==> src/rtl/arb_pkg.sv <==
`default_nettype none
// +--------------------------------------------------------------------+
// | arb_pkg : shared types and helpers for the dbus_arbiter slice       |
// | rev 1.0                                                            |
// +--------------------------------------------------------------------+
package arb_pkg;

  localparam int NREQ_MAX = 8;
  localparam int IDXW     = $clog2(NREQ_MAX);

  localparam logic [1:0] ARB_IDLE    = 2'd0;
  localparam logic [1:0] ARB_OWNED   = 2'd1;
  localparam logic [1:0] ARB_HANDOFF = 2'd2;

  function automatic logic [NREQ_MAX-1:0] onehot(input logic [IDXW-1:0] idx);
    onehot = NREQ_MAX'(1) << idx;
  endfunction

endpackage
`default_nettype wire

==> src/rtl/rr_picker.sv <==
`default_nettype none
// +--------------------------------------------------------------------+
// | rr_picker : combinational round-robin winner search from rr_ptr     |
// | rev 1.0                                                            |
// +--------------------------------------------------------------------+
module rr_picker #(
  parameter int NREQ = 4
) (
  input  logic [NREQ-1:0]         req,
  input  logic [$clog2(NREQ)-1:0] rr_ptr,
  output logic                    any,
  output logic [$clog2(NREQ)-1:0] winner
);

  localparam int OW = $clog2(NREQ);

  // Scan backwards so the candidate closest to rr_ptr is the last to win.
  always_comb begin
    any    = |req;
    winner = '0;
    for (int k = NREQ - 1; k >= 0; k--) begin
      if (req[(int'(rr_ptr) + k) % NREQ]) begin
        winner = OW'((int'(rr_ptr) + k) % NREQ);
      end
    end
  end

endmodule
`default_nettype wire

==> src/rtl/dbus_arbiter.sv <==
`default_nettype none
// +--------------------------------------------------------------------+
// | dbus_arbiter : round-robin owner of the shared addr/dbus/wrtEn bus  |
// | with one dead cycle per handoff. Option macro: ARB_TIMEOUT_EN       |
// | rev 1.0                                                            |
// +--------------------------------------------------------------------+
module dbus_arbiter
  import arb_pkg::*;
#(
  parameter int NREQ     = 4,
  parameter int DBITS    = 32,
  parameter int MAX_HOLD = 16
) (
  input  logic                    clk,
  input  logic                    reset,
  input  logic [NREQ-1:0]         req,
  input  logic [NREQ-1:0]         lock,
  input  logic [NREQ*DBITS-1:0]   m_addr,
  input  logic [NREQ-1:0]         m_wrtEn,
  output logic [NREQ-1:0]         gnt,
  output logic [DBITS-1:0]        bus_addr,
  output logic                    bus_wrtEn,
  output logic                    busy,
  output logic [$clog2(NREQ)-1:0] owner
);

  localparam int OW = $clog2(NREQ);

  logic [1:0]      r_state;
  logic [NREQ-1:0] r_gnt;
  logic [OW-1:0]   r_rr_ptr;
  logic [OW-1:0]   r_owner;
  logic            w_any;
  logic [OW-1:0]   w_winner;
  logic [OW-1:0]   w_next_ptr;
  logic            w_release;

  rr_picker #(
    .NREQ (NREQ)
  ) u_picker (
    .req    (req),
    .rr_ptr (r_rr_ptr),
    .any    (w_any),
    .winner (w_winner)
  );

  assign w_next_ptr = (r_owner == OW'(NREQ - 1)) ? '0 : r_owner + OW'(1);

`ifdef ARB_TIMEOUT_EN
  localparam int HW = $clog2(MAX_HOLD);

  logic [HW-1:0] r_hold_cnt;

  // r_gnt is the owner's one-hot here, so masking it leaves the competitors.
  assign w_release = !req[r_owner] ||
                     ((r_hold_cnt == HW'(MAX_HOLD - 1)) && !lock[r_owner] &&
                      (|(req & ~r_gnt)));

  always_ff @(posedge clk or posedge reset) begin
    if (reset) begin
      r_hold_cnt <= '0;
    end else if (r_state != ARB_OWNED) begin
      r_hold_cnt <= '0;
    end else if (r_hold_cnt != HW'(MAX_HOLD - 1)) begin
      r_hold_cnt <= r_hold_cnt + HW'(1);
    end
  end
`else
  logic w_unused;

  assign w_unused  = ^{lock, 32'(MAX_HOLD)};
  assign w_release = !req[r_owner];
`endif

  always_ff @(posedge clk or posedge reset) begin
    if (reset) begin
      r_state  <= ARB_IDLE;
      r_gnt    <= '0;
      r_rr_ptr <= '0;
      r_owner  <= '0;
    end else begin
      case (r_state)
        ARB_IDLE, ARB_HANDOFF: begin
          if (w_any) begin
            r_gnt   <= NREQ'(onehot(IDXW'(w_winner)));
            r_owner <= w_winner;
            r_state <= ARB_OWNED;
          end else begin
            r_state <= ARB_IDLE;
          end
        end
        ARB_OWNED: begin
          if (w_release) begin
            r_gnt    <= '0;
            r_rr_ptr <= w_next_ptr;
            r_state  <= ARB_HANDOFF;
          end
        end
        default: begin
          r_gnt   <= '0;
          r_state <= ARB_IDLE;
        end
      endcase
    end
  end

  // AND-OR mux keyed on the registered grant so reset clears the bus at once.
  always_comb begin
    bus_addr  = '0;
    bus_wrtEn = 1'b0;
    for (int i = 0; i < NREQ; i++) begin
      if (r_gnt[i]) begin
        bus_addr  = m_addr[i*DBITS +: DBITS];
        bus_wrtEn = m_wrtEn[i];
      end
    end
  end

  assign gnt   = r_gnt;
  assign busy  = |r_gnt;
  assign owner = r_owner;

endmodule
`default_nettype wire
==> config.mk <==
export PLATFORM = sky130hd
export DESIGN_NAME = dbus_arbiter
export DESIGN_NICKNAME = d
export VERILOG_FILES = /design/src/rtl/arb_pkg.sv /design/src/rtl/rr_picker.sv /design/src/rtl/dbus_arbiter.sv
export SDC_FILE = /design/constraint.sdc
export NUM_CORES = 1
export LEC_CHECK = 0
export ABC_AREA = 1
export CORE_MARGIN = 5
export CORE_UTILIZATION = 32
export DETAILED_ROUTE_END_ITERATION = 7
export GPL_ROUTABILITY_DRIVEN = 0
export PLACE_DENSITY = 0.89
export RECOVER_POWER = 50
export SETUP_SLACK_MARGIN = 0.02
export SYNTH_ARGS = -nofsm -noshare
export SYNTH_HDL_FRONTEND = slang
export SYNTH_SLANG_ARGS = --single-unit
==> constraint.sdc <==
create_clock -name clk -period 3.51 [get_ports clk]
set_input_delay 0.5265 -clock clk [delete_from_list [all_inputs] [get_ports clk]]
set_output_delay 0.5265 -clock clk [all_outputs]
set_load 0.03 [all_outputs]
==> results.txt <==
* Worst setup SP type: register
* Headroom to the max-slew limit: between 30 and 40%
- The worst setup path is of the register to output port kind.
- Routing usage on met1: 24.68%
- Crit path from: gnt[1]
- Share of the cycle needed by the critical path after routing: 90.25%
* Vias per cell: 5.212
- Post-synthesis average cell area: between 5 and 6 sq um
* Diode insertion count for antenna repair: 0
- Count of maximum capacitance violations: 0
* Synthesis-to-layout area growth: 103.5%
- Met3 routing resource usage after global routing: roughly 6%
* Pins Over Slew Limit: 0
- The startpoint identified for the worst hold timing path is r_state[1].
* Area leader, netlist: nand2_1
- CTS resizes: 0
* R2R depth: 8
- Core Rows: 26
* Via count of the first global-routing pass: 2933
- For this configuration, the core starts out at a cell density of roughly a third.
- In this run the critical register-to-register path is launched from r_rr_ptr[0].
- The tightest min-delay check is of the register to register type.
* End of the worst register-to-register path: owner[0]
* Net count, final: between 600 and 700
- Setup repair after global routing left no endpoint under its margin.
- Setup slack of the most critical reg-to-reg path: between 1.5 and 2 ns
- The initial antenna violation count came to 0.
* Worst clock skew: a little under 0.004 ns
* Routed WL per cell: 16.02 um
- Derived from the worst setup path, the maximum achievable clock frequency is between 300 and 400 MHz.
- Along the worst hold path, the cell count comes to 3.
* Die outline width: 83.56 um
* Hold_buf cts: 0
* Setup bufs post-CTS: 0
* Cells after Synth: 317
* Number of flops mapped to enable cells by yosys: 0
* Wire length of the first global-routing pass: 14.04 mm
- After routing, the total negative slack on setup checks comes to 0 ns.
- Number of design rule violations left after detail routing: 0
- Sorting the synthesized cells by how often they occur yields 91 x nand2_1, 68 x o21ai_0, 42 x nand3_1, 37 x a21oi_1.
- Filler Cell Count: 460
- Syn Std Cell Area: 0.001732 sq mm
- Count of synthesis-stage warnings from yosys: 0
- DRC marker count from the first detailed-route iteration: about 120
- Clock-pin slew was measured on the worst setup and hold paths at ~0.05 ns.
- Die ar.: 0.006982 sq mm
- Worst Hold Endpoint: r_rr_ptr[0]
* Global routing usage summed across all routing layers: 24.42%
* Slew of the pin with the lowest slew margin: ~1.0 ns
- DRT antenna net count: 0
- I/O pin cnt: about 180
* Total clock buffers created by CTS: 3
* Number of register bits inferred by synthesis: 10
- Vias after detailed routing: 2856
- Pwr Density: roughly 800 mW/mm^2
- Counting distinct cell types in the post-synthesis netlist gives 26.
- TritonCTS built the clock tree.
- For this run, global-route usage on met2 was measured as 45.48%.
* Clock latency reported for the late side of the worst-skew pair: 0.24 ns
* Number of sinks driven by the clock tree: 10
* Asr flop ratio synth: 100.0%
* Arrival time reported for the critical path endpoint: approximately 2.6 ns
- No sink is reached through more buffers than the 2 on the longest clock path.
- The floorplan step defined a core boundary enclosing ~0.0052 sq mm.
* Top fanout value on the critical path: 34
* Post-detail-place hpwl: between 7 and 8 mm
- Outcome: complete, no violations
- Most used DFF post-synth: dfrtp_1
- Synthesized net count: between 400 and 500
* Max rail drop VDD: 0.0005696 V
* Library cell with the highest instance count after synthesis: nand2_1
* Clk Tree Root Cell: clkbuf_8
* Static power due to leakage: between 1 and 1.5 nW
- After global routing, the most crowded layer is met2.
- Final Power: between 2 and 3 mW
* Top cells by area in the synthesized netlist: nand2_1 20%, o21ai_0 20%, dfrtp_1 14%
* Area fraction of the dominant cell type after synthesis: 19.73%
- Critical Path RT: 2.98 ns
- CTS built an H-tree with a depth of 1.
* Number of search-and-repair iterations in the first detailed-routing pass: 4
* Vert. Die Dim: ~84 um
* Maximum number of pins on one net before global-route repair: 36
- STA classifies the critical path endpoint as an output port.
- Post-Route WL: approximately 8.8 mm
- Sequential fraction of the synthesis area: about 14%
- Setup violations remaining at the end of the flow were counted as 0.
- Remaining Overflow, GRT: 0
- The post-route netlist has between 5 and 6% of its cells at a drive strength greater than 1.
* Final period demand of the worst path: between 3 and 4 ns
* IO Port Bufs: 177
- Final hold violations: 0
==> routing by layer <==
metal	vias to the layer above	wire (um)
li1	1401	-
met1	1261	3199
met2	166	4353
met3	28	806
met4	0	419
met5	-	0
==> registers in the layout (all words and copies together), names as in the netlist <==
name	flops
gnt	4
owner	2
r_rr_ptr	2
r_state	2
==> critical path, stage by stage, from the launching register on <==
cell             delay (ns)
dfrtp_1                0.34
clkinv_1               0.77
nand3_1                0.31
nand2_1                0.07
o21ai_0                0.16
o21ai_0                0.12
clkdlybuf4s50_1        0.61
==> power breakdown <==
part	leakage, nW	internal, mW	switching, mW
sequential	0.126	0.167	0.0958
clock	0.0228	0.0796	0.0464
combinational	1.32	0.931	1.47
total	1.47	1.18	1.61
==> cell families (layout without fill, tap and decap cells) <==
| group | count (synthesis) | count (layout) | synth area share [%] |
|---|---|---|---|
| AO/OA/AOI/OAI | 112 | 112 | 33.45 |
| adder cells (fa/ha/maj) | 1 | 1 | 0.7224 |
| buffers and inverters | 42 | 203 | 11.34 |
| flip-flops | 10 | 10 | 14.45 |
| AND/OR/NAND/NOR | 152 | 152 | 40.03 |
==> area by class of cell <==
| cell class | count | area (sq um) | area share (%) |
|---|---|---|---|
| well taps | 70 | 87.58 | 2.486 |
| inverters | 16 | 65.06 | 1.847 |
| flip-flops and latches | 10 | 250.2 | 7.102 |
| multi-input cells | 265 | 1277 | 36.26 |
| repair buffers | 183 | 1798 | 51.03 |
| clock buffers | 4 | 45.04 | 1.278 |
==> stage by stage <==
step	instances	hold slack, ns	util [%]	setup slack [ns]	area (sq um)
after floorplan	317	0.3667	-	1.146	1732
after global placement	544	0.5623	67.63	0.6620	3498
after detailed placement	544	0.5747	67.63	0.6368	3498
after CTS	548	0.5645	68.51	0.3747	3543
after global routing	548	0.6572	68.12	0.1142	3523
final	548	0.5816	68.12	0.3423	3523
==> how the worst max path moves through the flow <==
stage,end,cells after the start
after floorplan,bus_addr[10],6
after global placement,bus_addr[5],6
after detailed placement,bus_addr[5],6
after CTS,bus_addr[5],6
after global routing,bus_addr[15],6
final,bus_addr[5],6
==> layout by cell type (no fill, tap or decap) <==
master,Yosys,final
o21ai_0,68,68
clkinv_1,1,1
nand4_1,2,2
nand3_1,42,43
ha_1,1,1
buf_4,3,6
o31ai_1,1,1
o21bai_2,2,2
clkbuf_1,10,4
a21oi_1,37,37
clkbuf_8,0,3
nor2_1,3,3
dlygate4sd3_1,0,7
o21ai_1,2,2
nand2_4,1,1
nand2_1,91,92
nand3_2,4,3
o21a_1,1,1
a31oi_1,1,1
inv_1,12,13
nor2_4,2,2
inv_6,1,1
nor2_2,1,1
nand2_2,6,5
dfrtp_1,10,10
clkdlybuf4s50_1,0,167
inv_2,2,1
Power figures use the tool's default switching activity.
